$ cat config.mk
export PLATFORM = sky130hd
export DESIGN_NAME = user_cmd_engine
export DESIGN_NICKNAME = d
export VERILOG_FILES = /design/src/rtl/user_cmd_engine.sv
export SDC_FILE = /design/constraint.sdc
export NUM_CORES = 1
export LEC_CHECK = 0
export CAP_MARGIN = 20
export CORE_UTILIZATION = 45
export DETAILED_ROUTE_END_ITERATION = 8
export GPL_TIMING_DRIVEN = 0
export MAX_ROUTING_LAYER = met4
export PLACE_DENSITY = 0.72
export SYNTH_ARGS = -nofsm -noshare
export SYNTH_HDL_FRONTEND = slang
export SYNTH_SLANG_ARGS = --single-unit
export TNS_END_PERCENT = 20
$ cat constraint.sdc
create_clock -name clk -period 6.65 [get_ports clk]
set_input_delay 1.33 -clock clk [delete_from_list [all_inputs] [get_ports clk]]
set_output_delay 1.33 -clock clk [all_outputs]
set_load 0.02 [all_outputs]
$ cat src/rtl/user_cmd_engine.sv
// user_cmd_engine: framed UART command parser driving byte-wide SDRAM requests.
// Optional macro USER_CMD_CHECKSUM_EN adds a running data checksum on R/W.
module user_cmd_engine #(
  parameter int unsigned ADDR_BITS      = 32,
  parameter int unsigned LEN_BITS       = 24,
  parameter int unsigned TIMEOUT_CYCLES = 1000000,
  parameter logic [31:0] VERSION_STR    = "SPY2"
) (
  input  logic                 clk,
  input  logic                 reset_n,
  input  logic [7:0]           uart_rxd,
  input  logic                 uart_rxd_strobe,
  output logic [7:0]           uart_txd,
  output logic                 uart_txd_strobe,
  input  logic                 uart_txd_ready,
  output logic [ADDR_BITS-1:0] sd_addr,
  output logic [15:0]          sd_wr_data,
  output logic [1:0]           sd_wr_mask,
  input  logic [15:0]          sd_rd_data,
  input  logic                 sd_ack,
  input  logic                 sd_idle,
  output logic                 sd_we,
  output logic                 sd_enable,
  output logic                 busy
);
  localparam logic [3:0] S_WAIT    = 4'd0;
  localparam logic [3:0] S_CMD     = 4'd1;
  localparam logic [3:0] S_LEN     = 4'd2;
  localparam logic [3:0] S_ADDR    = 4'd3;
  localparam logic [3:0] S_RD_REQ  = 4'd4;
  localparam logic [3:0] S_RD_WAIT = 4'd5;
  localparam logic [3:0] S_WR_DATA = 4'd6;
  localparam logic [3:0] S_WR_WAIT = 4'd7;
  localparam logic [3:0] S_VER     = 4'd8;
`ifdef USER_CMD_CHECKSUM_EN
  localparam logic [3:0] S_CK_TX   = 4'd9;
  localparam logic [3:0] S_CK_RX   = 4'd10;
`endif

  localparam logic [2:0]  LB_LAST = 3'(LEN_BITS / 8 - 1);
  localparam logic [2:0]  AB_LAST = 3'(ADDR_BITS / 8 - 1);
  localparam bit          TO_EN   = TIMEOUT_CYCLES != 0;
  localparam logic [31:0] TO_LAST = TO_EN ? 32'(TIMEOUT_CYCLES - 1) : 32'd0;

  logic [3:0]          state;
  logic [LEN_BITS-1:0] len;
  logic [2:0]          fcnt;
  logic [31:0]         tcnt;
  logic                is_wr;
  logic [7:0]          tx_byte;
  logic                tx_valid;
  logic                tx_fire;
  logic                tx_free;
  logic                timing;
  logic                to_hit;
  logic                len_last;
  logic [1:0]          vidx;
  logic [7:0]          rd_byte;
  logic [7:0]          ver_byte;
`ifdef USER_CMD_CHECKSUM_EN
  logic [7:0]          sum;
  assign timing = (state inside {S_CMD, S_LEN, S_ADDR, S_WR_DATA, S_CK_RX});
`else
  assign timing = (state inside {S_CMD, S_LEN, S_ADDR, S_WR_DATA});
`endif

  // A byte may be loaded on the same edge the previous one leaves.
  assign tx_fire  = tx_valid & uart_txd_ready & ~uart_txd_strobe;
  assign tx_free  = ~tx_valid | tx_fire;
  assign to_hit   = TO_EN && timing && !uart_rxd_strobe && tcnt == TO_LAST;
  assign len_last = len == LEN_BITS'(1);
  assign vidx     = len[1:0] - 2'd1;
  assign rd_byte  = sd_addr[0] ? sd_rd_data[15:8] : sd_rd_data[7:0];
  assign ver_byte = 8'(VERSION_STR >> {vidx, 3'b000});
  assign busy     = state != S_WAIT;

  always_ff @(posedge clk) begin
    if (!reset_n) begin
      state           <= S_WAIT;
      len             <= '0;
      fcnt            <= '0;
      tcnt            <= '0;
      is_wr           <= 1'b0;
      tx_byte         <= '0;
      tx_valid        <= 1'b0;
      uart_txd        <= '0;
      uart_txd_strobe <= 1'b0;
      sd_addr         <= '0;
      sd_wr_data      <= '0;
      sd_wr_mask      <= '0;
      sd_we           <= 1'b0;
      sd_enable       <= 1'b0;
`ifdef USER_CMD_CHECKSUM_EN
      sum             <= '0;
`endif
    end else begin
      uart_txd_strobe <= tx_fire;
      if (tx_fire) begin
        uart_txd <= tx_byte;
        tx_valid <= 1'b0;
      end
      // Saturates so a blocked timeout reply retries every cycle.
      if (uart_rxd_strobe || !timing) tcnt <= '0;
      else if (tcnt != TO_LAST) tcnt <= tcnt + 32'd1;

      if (to_hit) begin
        if (tx_free) begin
          tx_byte  <= "T";
          tx_valid <= 1'b1;
          state    <= S_WAIT;
        end
      end else begin
        unique case (state)
          S_WAIT: if (uart_rxd_strobe) begin
            if (uart_rxd == "!") begin
              state <= S_CMD;
`ifdef USER_CMD_CHECKSUM_EN
              sum   <= '0;
`endif
            end else if (tx_free) begin
              tx_byte  <= "!";
              tx_valid <= 1'b1;
            end
          end
          S_CMD: if (uart_rxd_strobe) begin
            fcnt <= '0;
            len  <= '0;
            if (uart_rxd == "R" || uart_rxd == "W") begin
              is_wr <= uart_rxd == "W";
              state <= S_LEN;
            end else if (uart_rxd == "V") begin
              len   <= LEN_BITS'(4);
              state <= S_VER;
            end else begin
              if (tx_free) begin
                tx_byte  <= "?";
                tx_valid <= 1'b1;
              end
              state <= S_WAIT;
            end
          end
          S_LEN: if (uart_rxd_strobe) begin
            len  <= (len << 8) | LEN_BITS'(uart_rxd);
            fcnt <= fcnt + 3'd1;
            if (fcnt == LB_LAST) begin
              fcnt  <= '0;
              state <= S_ADDR;
            end
          end
          S_ADDR: if (uart_rxd_strobe) begin
            sd_addr <= (sd_addr << 8) | ADDR_BITS'(uart_rxd);
            fcnt    <= fcnt + 3'd1;
            if (fcnt == AB_LAST) begin
              fcnt <= '0;
              if (len == '0) begin
                if (is_wr && tx_free) begin
                  tx_byte  <= "w";
                  tx_valid <= 1'b1;
                end
                state <= S_WAIT;
              end else begin
                state <= is_wr ? S_WR_DATA : S_RD_REQ;
              end
            end
          end
          S_RD_REQ: if (sd_idle && !sd_enable && !tx_valid) begin
            sd_enable <= 1'b1;
            sd_we     <= 1'b0;
            state     <= S_RD_WAIT;
          end
          S_RD_WAIT: if (sd_ack) begin
            sd_enable <= 1'b0;
            tx_byte   <= rd_byte;
            tx_valid  <= 1'b1;
            sd_addr   <= sd_addr + ADDR_BITS'(1);
            len       <= len - LEN_BITS'(1);
`ifdef USER_CMD_CHECKSUM_EN
            sum       <= sum + rd_byte;
            state     <= len_last ? S_CK_TX : S_RD_REQ;
`else
            state     <= len_last ? S_WAIT : S_RD_REQ;
`endif
          end
          S_WR_DATA: if (uart_rxd_strobe) begin
            sd_wr_data <= sd_addr[0] ? {uart_rxd, 8'h00} : {8'h00, uart_rxd};
            sd_wr_mask <= sd_addr[0] ? 2'b10 : 2'b01;
            sd_we      <= 1'b1;
            sd_enable  <= 1'b1;
            state      <= S_WR_WAIT;
`ifdef USER_CMD_CHECKSUM_EN
            sum        <= sum + uart_rxd;
`endif
          end
          S_WR_WAIT: if (uart_rxd_strobe) begin
            if (tx_free) begin
              tx_byte  <= "%";
              tx_valid <= 1'b1;
            end
            sd_enable <= 1'b0;
            sd_we     <= 1'b0;
            state     <= S_WAIT;
          end else if (sd_ack) begin
            sd_enable <= 1'b0;
            sd_we     <= 1'b0;
            sd_addr   <= sd_addr + ADDR_BITS'(1);
            len       <= len - LEN_BITS'(1);
            if (!len_last) state <= S_WR_DATA;
`ifdef USER_CMD_CHECKSUM_EN
            else state <= S_CK_RX;
`else
            else begin
              tx_byte  <= "w";
              tx_valid <= 1'b1;
              state    <= S_WAIT;
            end
`endif
          end
          S_VER: if (!tx_valid) begin
            tx_byte  <= ver_byte;
            tx_valid <= 1'b1;
            len      <= len - LEN_BITS'(1);
            if (len_last) state <= S_WAIT;
          end
`ifdef USER_CMD_CHECKSUM_EN
          S_CK_TX: if (!tx_valid) begin
            tx_byte  <= sum;
            tx_valid <= 1'b1;
            state    <= S_WAIT;
          end
          S_CK_RX: if (uart_rxd_strobe) begin
            if (tx_free) begin
              tx_byte  <= (uart_rxd == sum) ? "w" : "x";
              tx_valid <= 1'b1;
            end
            state <= S_WAIT;
          end
`endif
          default: state <= S_WAIT;
        endcase
      end
    end
  end
endmodule

### Yosys cells after proc, flatten, opt, wreduce, memory -nomap -nowiden

Index checks and enable logic that the tools add are counted.

| word-level totals | value |
|---|---|
| register bits | 134 |
| logic and storage cells | 199 |
| input bits | 30 |
| output and inout bits | 62 |

| cells by class | value |
|---|---|
| bitwise logic cells | 9 |
| shift operators | 1 |
| add/sub/neg operators | 5 |
| reduce and logical (&&, ||, !) cells | 31 |
| mux-type cells | 91 |
| equal/unequal tests | 48 |

Operators by type and width:

| kind | number |
|---|---|
| 8-bit two-way mux | 20 |
| 24-bit two-way mux | 5 |
| 24-bit one-hot mux with 5 select lines | 1 |
| 32-bit two-way mux | 3 |
| 32-bit one-hot mux with 3 select lines | 1 |
| 4-bit two-way mux | 18 |
| 32-bit by 1-bit adder with 32-bit output (second input constant) | 2 |
| 3-bit inequality test (second input constant) | 16 |
| 8-bit one-hot mux with 6 select lines | 1 |
| 4-bit one-hot mux with 9 select lines | 1 |
| 32-bit by 20-bit == test with 1-bit output (second input constant) | 1 |
| 32-bit by 20-bit inequality test with 1-bit output (second input constant) | 1 |
| 32-bit by 8-bit OR with 32-bit output | 1 |
| 31-bit by 5-bit right shift with 8-bit output (first input constant) | 1 |
| 3-bit two-way mux | 10 |
| 24-bit by 1-bit == test with 1-bit output (second input constant) | 1 |
| 8-bit by 7-bit == test with 1-bit output (second input constant) | 3 |
| 24-bit zero test | 1 |
| 1-bit two-way mux | 24 |
| 24-bit by 8-bit OR with 24-bit output | 1 |
| 24-bit by 1-bit subtractor with 24-bit output (second input constant) | 1 |
| 18-bit AND reduction | 1 |
| 4-bit by 3-bit == test with 1-bit output (second input constant) | 4 |
| 16-bit two-way mux | 1 |
| other kinds (33) | 66 |

### Logic depth before layout (Yosys ltp)

| logic depth | value |
|---|---|
| depth after elaboration | 10 |
| depth in mapped cells | 10 |
| mapped depth without buffers | 9 |

### Least setup slack after synthesis

Ideal clock, no wire load.

| timing path | value |
|---|---|
| path type | input to register |
| from | input uart_rxd[2] |
| to | register tx_byte[7] |
| buffers on the path | 1 |
| arrival | 2.785 ns |
| slack | 3.764 ns |
| stages on the path | 7 |
| cells stage by stage | clkbuf_1 nor2b_1 and4b_1 nor4_1 a21o_1 nand2_1 o41ai_1 |

| on the way | value |
|---|---|
| word-level cells in the longest chain between the ends | 4 |

RTL lines:

| item | line | RTL |
|---|---|---|
| from (decl) | 11 | `input logic [7:0] uart_rxd,` |
| 8-bit by 7-bit == test with 1-bit output | 128 | `if (uart_rxd == "R" \|\| uart_rxd == "W") begin` |
| 1-bit logical OR | 128 |  |
| 4-bit by 2-bit inequality test with 1-bit output (no line) / 3-bit inequality test (equally long branches) | - |  |
| 18-bit AND reduction (no line) (*) | - |  |
| to (signal assigned) | 121 | `tx_byte <= "!";` |
| to (signal assigned) | 136 | `tx_byte <= "?";` |
| to (signal assigned) | 157 | `tx_byte <= "w";` |
| to (decl) | 50 | `logic [7:0] tx_byte;` |

Mark *: on every way between the ends. The rest lies on a longest branch, timed or not.
A chain may end at the register's enable or synchronous reset.

### Final worst setup path

| timing path | value |
|---|---|
| from | input uart_rxd_strobe |
| to | register len[7] |

| on the way | value |
|---|---|
| word-level cells in the longest chain between the ends | 5 |

RTL lines:

| item | line | RTL |
|---|---|---|
| from (decl) | 12 | `input logic uart_rxd_strobe,` |
| 1-bit zero test | 70 | `assign to_hit = TO_EN && timing && !uart_rxd_strobe && tcnt == TO_LAST;` |
| 1-bit logical AND (2 in series) | 70 |  |
| 1-bit inverter (no line) | - |  |
| 6-bit AND reduction (no line) (*) | - |  |
| to (signal assigned) | 143 | `len <= (len << 8) \| LEN_BITS'(uart_rxd);` |
| to (signal assigned) | 176 | `len <= len - LEN_BITS'(1);` |
| to (signal assigned) | 206 | `len <= len - LEN_BITS'(1);` |
| to (decl) | 46 | `logic [LEN_BITS-1:0] len;` |

Marks and branches as above.

==> results.md <==
Outcome:
- The run finished with clean final reports.

Global route:
- The maximum number of pins on one net before global-route repair is 17.
- The final global-route overflow total is 0.
- The via count of the first global-routing pass is 7344.
- The first-pass GRT wire length is 40.25 mm.
- The initial antenna violation count was 0.
- Global routing used between 30% and 40% of the available tracks across all layers.

Clock tree:
- The clock tree buffer depth is 2.
- The total of hold buffers inserted after clock tree synthesis is 0.
- The tree is rooted in a sky130_fd_sc_hd__clkbuf_16.
- The number of buffers created by CTS is 17.
- TritonCTS built the clock tree.
- After clock tree synthesis, the repair step resized 0 gates.
- CTS saw around 130 sinks.
- The insertion delay to the later sink of the worst-skew pair is 0.43 ns.
- The clock slew at the register clock pins of the worst setup and hold paths is 0.06 ns.
- The setup fix buffers added after clock tree synthesis is 0.
- The depth of the CTS H-tree is 4.

Worst setup path:
- The destination of the worst register-to-register timing path is len[7].
- The launching point of the worst reg2reg path is state[2].
- Counting stages on the worst path, the most repeated cell is sky130_fd_sc_hd__nand2_1.
- The number of cells on the worst reg-to-reg path is 10.
- In this run the worst setup path terminates at len[7].
- The flop-to-flop setup slack is 3.47 ns.
- The critical path starts at uart_rxd_strobe.
- At the worst endpoint, the required time is 6.94 ns.
- The standard cell with the maximum stage delay on the critical path is sky130_fd_sc_hd__clkdlybuf4s50_1.
- Counting both buffers and inverters, the worst setup path holds a total of 3.
- Walking the worst path, the cells encountered are clkdlybuf4s50_1, clkbuf_1, nand2_1, nand2_1, nand2_1, o21ai_1, clkbuf_1, a21oi_1, a21oi_1, nor2_1.
- Data on the critical path arrives at its endpoint at 4.25 ns.
- Counting buffers and inverters, the worst setup path is 10 cells deep.
- For this run, the slowest stage of the critical path takes around 0.63 ns.
- The critical path class is input port to flip-flop.
- The cell family contributing the most delay on the critical path is buffers and inverters.
- The worst setup path is launched from an input port.
- STA classifies the critical path endpoint as a flip-flop.
- Along the worst path, the maximum fanout reaches 10.

Job:
- The number of maximum-capacitance violations is 0.

Timing:
- The number of setup violations in the final report is 0.
- The worst path uses 59.43% of the clock period.
- Setup repair after global routing left no endpoint under its margin.
- Subtracting the final worst setup slack from the clock period gives 3.952 ns.
- The transition time of the tightest slew-check pin is 0.9517 ns.
- Static timing analysis puts the maximum clock frequency at approximately 250 MHz.
- The count of final hold-check violations came to 0.
- The setup total negative slack is 0 ns.
- The worst clock skew is 0.008584 ns.
- The relative max-transition margin is between 30% and 40%.
- The final worst-path setup slack is 2.698 ns.
- The max-slew violation count was 0.

Synthesis:
- The average instance in the mapped netlist occupies 7.632 um^2.
- The most common cell in the netlist is sky130_fd_sc_hd__nor2_1.
- The total nets after synthesis is a little over 1000.
- After synthesis, the most frequently instantiated cells are sky130_fd_sc_hd__nor2_1 (143), sky130_fd_sc_hd__dfxtp_1 (134), sky130_fd_sc_hd__a21oi_1 (102).
- The number of instances in the synthesized netlist is 984.
- Sequential cells were found to cover 35.72% of the synthesized design area.
- Counting flops and latches in the post-synthesis netlist gives 134.
- The number of enable flip-flop cells after synthesis is 0.
- The total number of yosys warnings is 0.
- Ranked by total cell area, the synthesized netlist is headed by sky130_fd_sc_hd__dfxtp_1 (36%), sky130_fd_sc_hd__nor2_1 (7.1%), sky130_fd_sc_hd__a21oi_1 (6.8%), sky130_fd_sc_hd__nand2_1 (4.9%), sky130_fd_sc_hd__o21ai_0 (3.9%).
- The library cell occupying the most area in the post-synthesis netlist is sky130_fd_sc_hd__dfxtp_1.
- In this run the biggest area consumer among cell types represents between 30% and 40% of the synthesized area.
- The main flop type after synthesis is sky130_fd_sc_hd__dfxtp_1.
- In the synthesized netlist the async set-or-reset flop fraction comes to 0%.
- The number of distinct library cells after synthesis is 70.
- The cell area after synthesis is around 7500 um^2.

Worst hold path:
- The hold path startpoint is sd_wr_data[10].
- The worst hold path class is flip-flop to flip-flop.

Drt:
- In the routed layout, each cell is associated on average with a via count of 6.079.
- The number of optimization iterations in the first detailed-route pass is 6.
- After detailed routing, the total wire length is between 20 and 30 mm.
- The remaining antenna violation count is 0.
- For this block, the initial DRC count from the detailed router was 912.
- After detailed routing, the average wire length per cell comes to 19.15 um.
- The total via count in the routed design is 8018.
- After detailed routing, the number of remaining DRC violations is 0.

Place:
- The count of buffers from port buffering is 87.
- The setup slack after placement is ~2.4 ns.
- The HPWL reported at the end of detailed placement is 17.86 mm.
- At the end of routability-driven placement, the weighted congestion stood at about 0.97.

Final layout:
- The share of layout cells above drive strength 1 is 5.621%.
- The signed area change from the synthesized netlist to the final layout is 23.16%.
- At the end of the flow, the number of nets in the layout was 1131.
- The repair_antennas step left the layout with diodes totalling 0.

Die:
- The area of the placeable core is 16120 um^2.
- The chip width is 131.2 um.
- For this design the top-level I/O count stands at between 90 and 100.
- The die covers 17210 um^2.
- The effective utilization at floorplan is 46.60%.
- Measured along the y axis, the die boundary spans 131.2 um.
- The cell row count is 46.

Power:
- The power density over the cells is 201.8 nW/um^2.
- The peak supply drop is 0.1750 mV.
- The analysis attributes to cell leakage a power of 3.082 nW.
- The power after layout is 1.867 mW.
[cell usage in the layout (no fill, tap or decap), types with 18 or more instances in the layout]
| master | instances |
|---|---|
| sky130_fd_sc_hd__nand2_1 | 99 |
| sky130_fd_sc_hd__clkbuf_1 | 61 |
| sky130_fd_sc_hd__clkdlybuf4s50_1 | 87 |
| sky130_fd_sc_hd__dfxtp_1 | 134 |
| sky130_fd_sc_hd__nand3_1 | 47 |
| sky130_fd_sc_hd__xor2_1 | 23 |
| sky130_fd_sc_hd__nor2_1 | 143 |
| sky130_fd_sc_hd__o21ai_0 | 59 |
| sky130_fd_sc_hd__a21oi_1 | 102 |
| sky130_fd_sc_hd__inv_1 | 18 |
| sky130_fd_sc_hd__nor3_1 | 26 |
[cells by family (layout without fill, tap and decap cells)]
kind of cell | Yosys count | count (layout) | synth area share (%)
flip-flops | 134 | 134 | 35.72
multiplexers | 19 | 19 | 2.566
adder cells (fa/ha/maj) | 12 | 12 | 1.966
buffers and inverters | 85 | 204 | 4.449
AO/OA/AOI/OAI | 277 | 277 | 23.73
AND/OR/NAND/NOR | 424 | 424 | 27.72
XOR/XNOR | 33 | 33 | 3.849
[layer usage]
| metal | part of all wire [%] | vias to the layer above | global-route usage [%] |
|---|---|---|---|
| li1 | - | 3797 | - |
| met1 | 45 | 3732 | 40.61 |
| met2 | 43 | 417 | 44.71 |
| met3 | 8.0 | 72 | 5.556 |
| met4 | 3.3 | 0 | 11.63 |
| met5 | 0 | - | - |
[flip-flops by register name, summed over array words and instances, names as in the netlist]
register         flops
fcnt                 3
is_wr                1
len                 24
sd_addr             32
sd_enable            1
sd_we                1
sd_wr_data          16
sd_wr_mask           2
state                4
tcnt                32
tx_byte              8
tx_valid             1
uart_txd             8
uart_txd_strobe      1
[cell type report]
type                       instances  area, um^2
clock buffer                      21       450.4
clock inverter                    11       147.6
buffer                            67       266.5
sequential                       134        2683
timing repair buffer              87       870.8
fill                            1565        6867
tap                              216       270.3
multi-input combinational        765        4493
inverter                          18       67.56
[worst reg2reg max path, stage by stage (launching register included)]
cell and delay, ns:
sky130_fd_sc_hd__dfxtp_1 0.31, sky130_fd_sc_hd__clkbuf_1 0.28, sky130_fd_sc_hd__buf_2 0.28, sky130_fd_sc_hd__inv_1 0.18
sky130_fd_sc_hd__nor2_1 0.59, sky130_fd_sc_hd__nand2_1 0.15, sky130_fd_sc_hd__o21ai_1 0.49, sky130_fd_sc_hd__clkbuf_1 0.46
sky130_fd_sc_hd__a21oi_1 0.10, sky130_fd_sc_hd__a21oi_1 0.15, sky130_fd_sc_hd__nor2_1 0.05
[report_power, final]
| part | switching, mW | total [mW] | internal [mW] |
|---|---|---|---|
| sequential | 0.00277 | 0.809 | 0.807 |
| clock | 0.375 | 0.977 | 0.602 |
| combinational | 0.0504 | 0.0807 | 0.0302 |
[per-stage QoR]
step	cells	hold WS (ns)	util, %	cell area, um^2
4_1_cts	1319	0.4565	57.39	9249
5_1_grt	1319	0.4652	57.39	9249
2_1_floorplan	984	0.4353	-	7510
6_report	1319	0.4511	57.39	9249
3_5_place_dp	1287	0.4472	53.68	8651
3_3_place_gp	1287	0.4449	53.68	8651
[how the worst min path moves through the flow]
| stage | depth (start not counted) | end | slack, ns |
|---|---|---|---|
| 6_report | 2 | sd_wr_data[10] | 0.45 |
| 5_1_grt | 2 | sd_wr_data[10] | 0.47 |
| 4_1_cts | 2 | sd_wr_data[10] | 0.46 |
| 3_5_place_dp | 2 | sd_wr_data[10] | 0.45 |
| 3_3_place_gp | 2 | sd_wr_data[15] | 0.44 |
| 2_1_floorplan | 2 | tx_byte[3] | 0.44 |
Power figures use the tool's default switching activity.
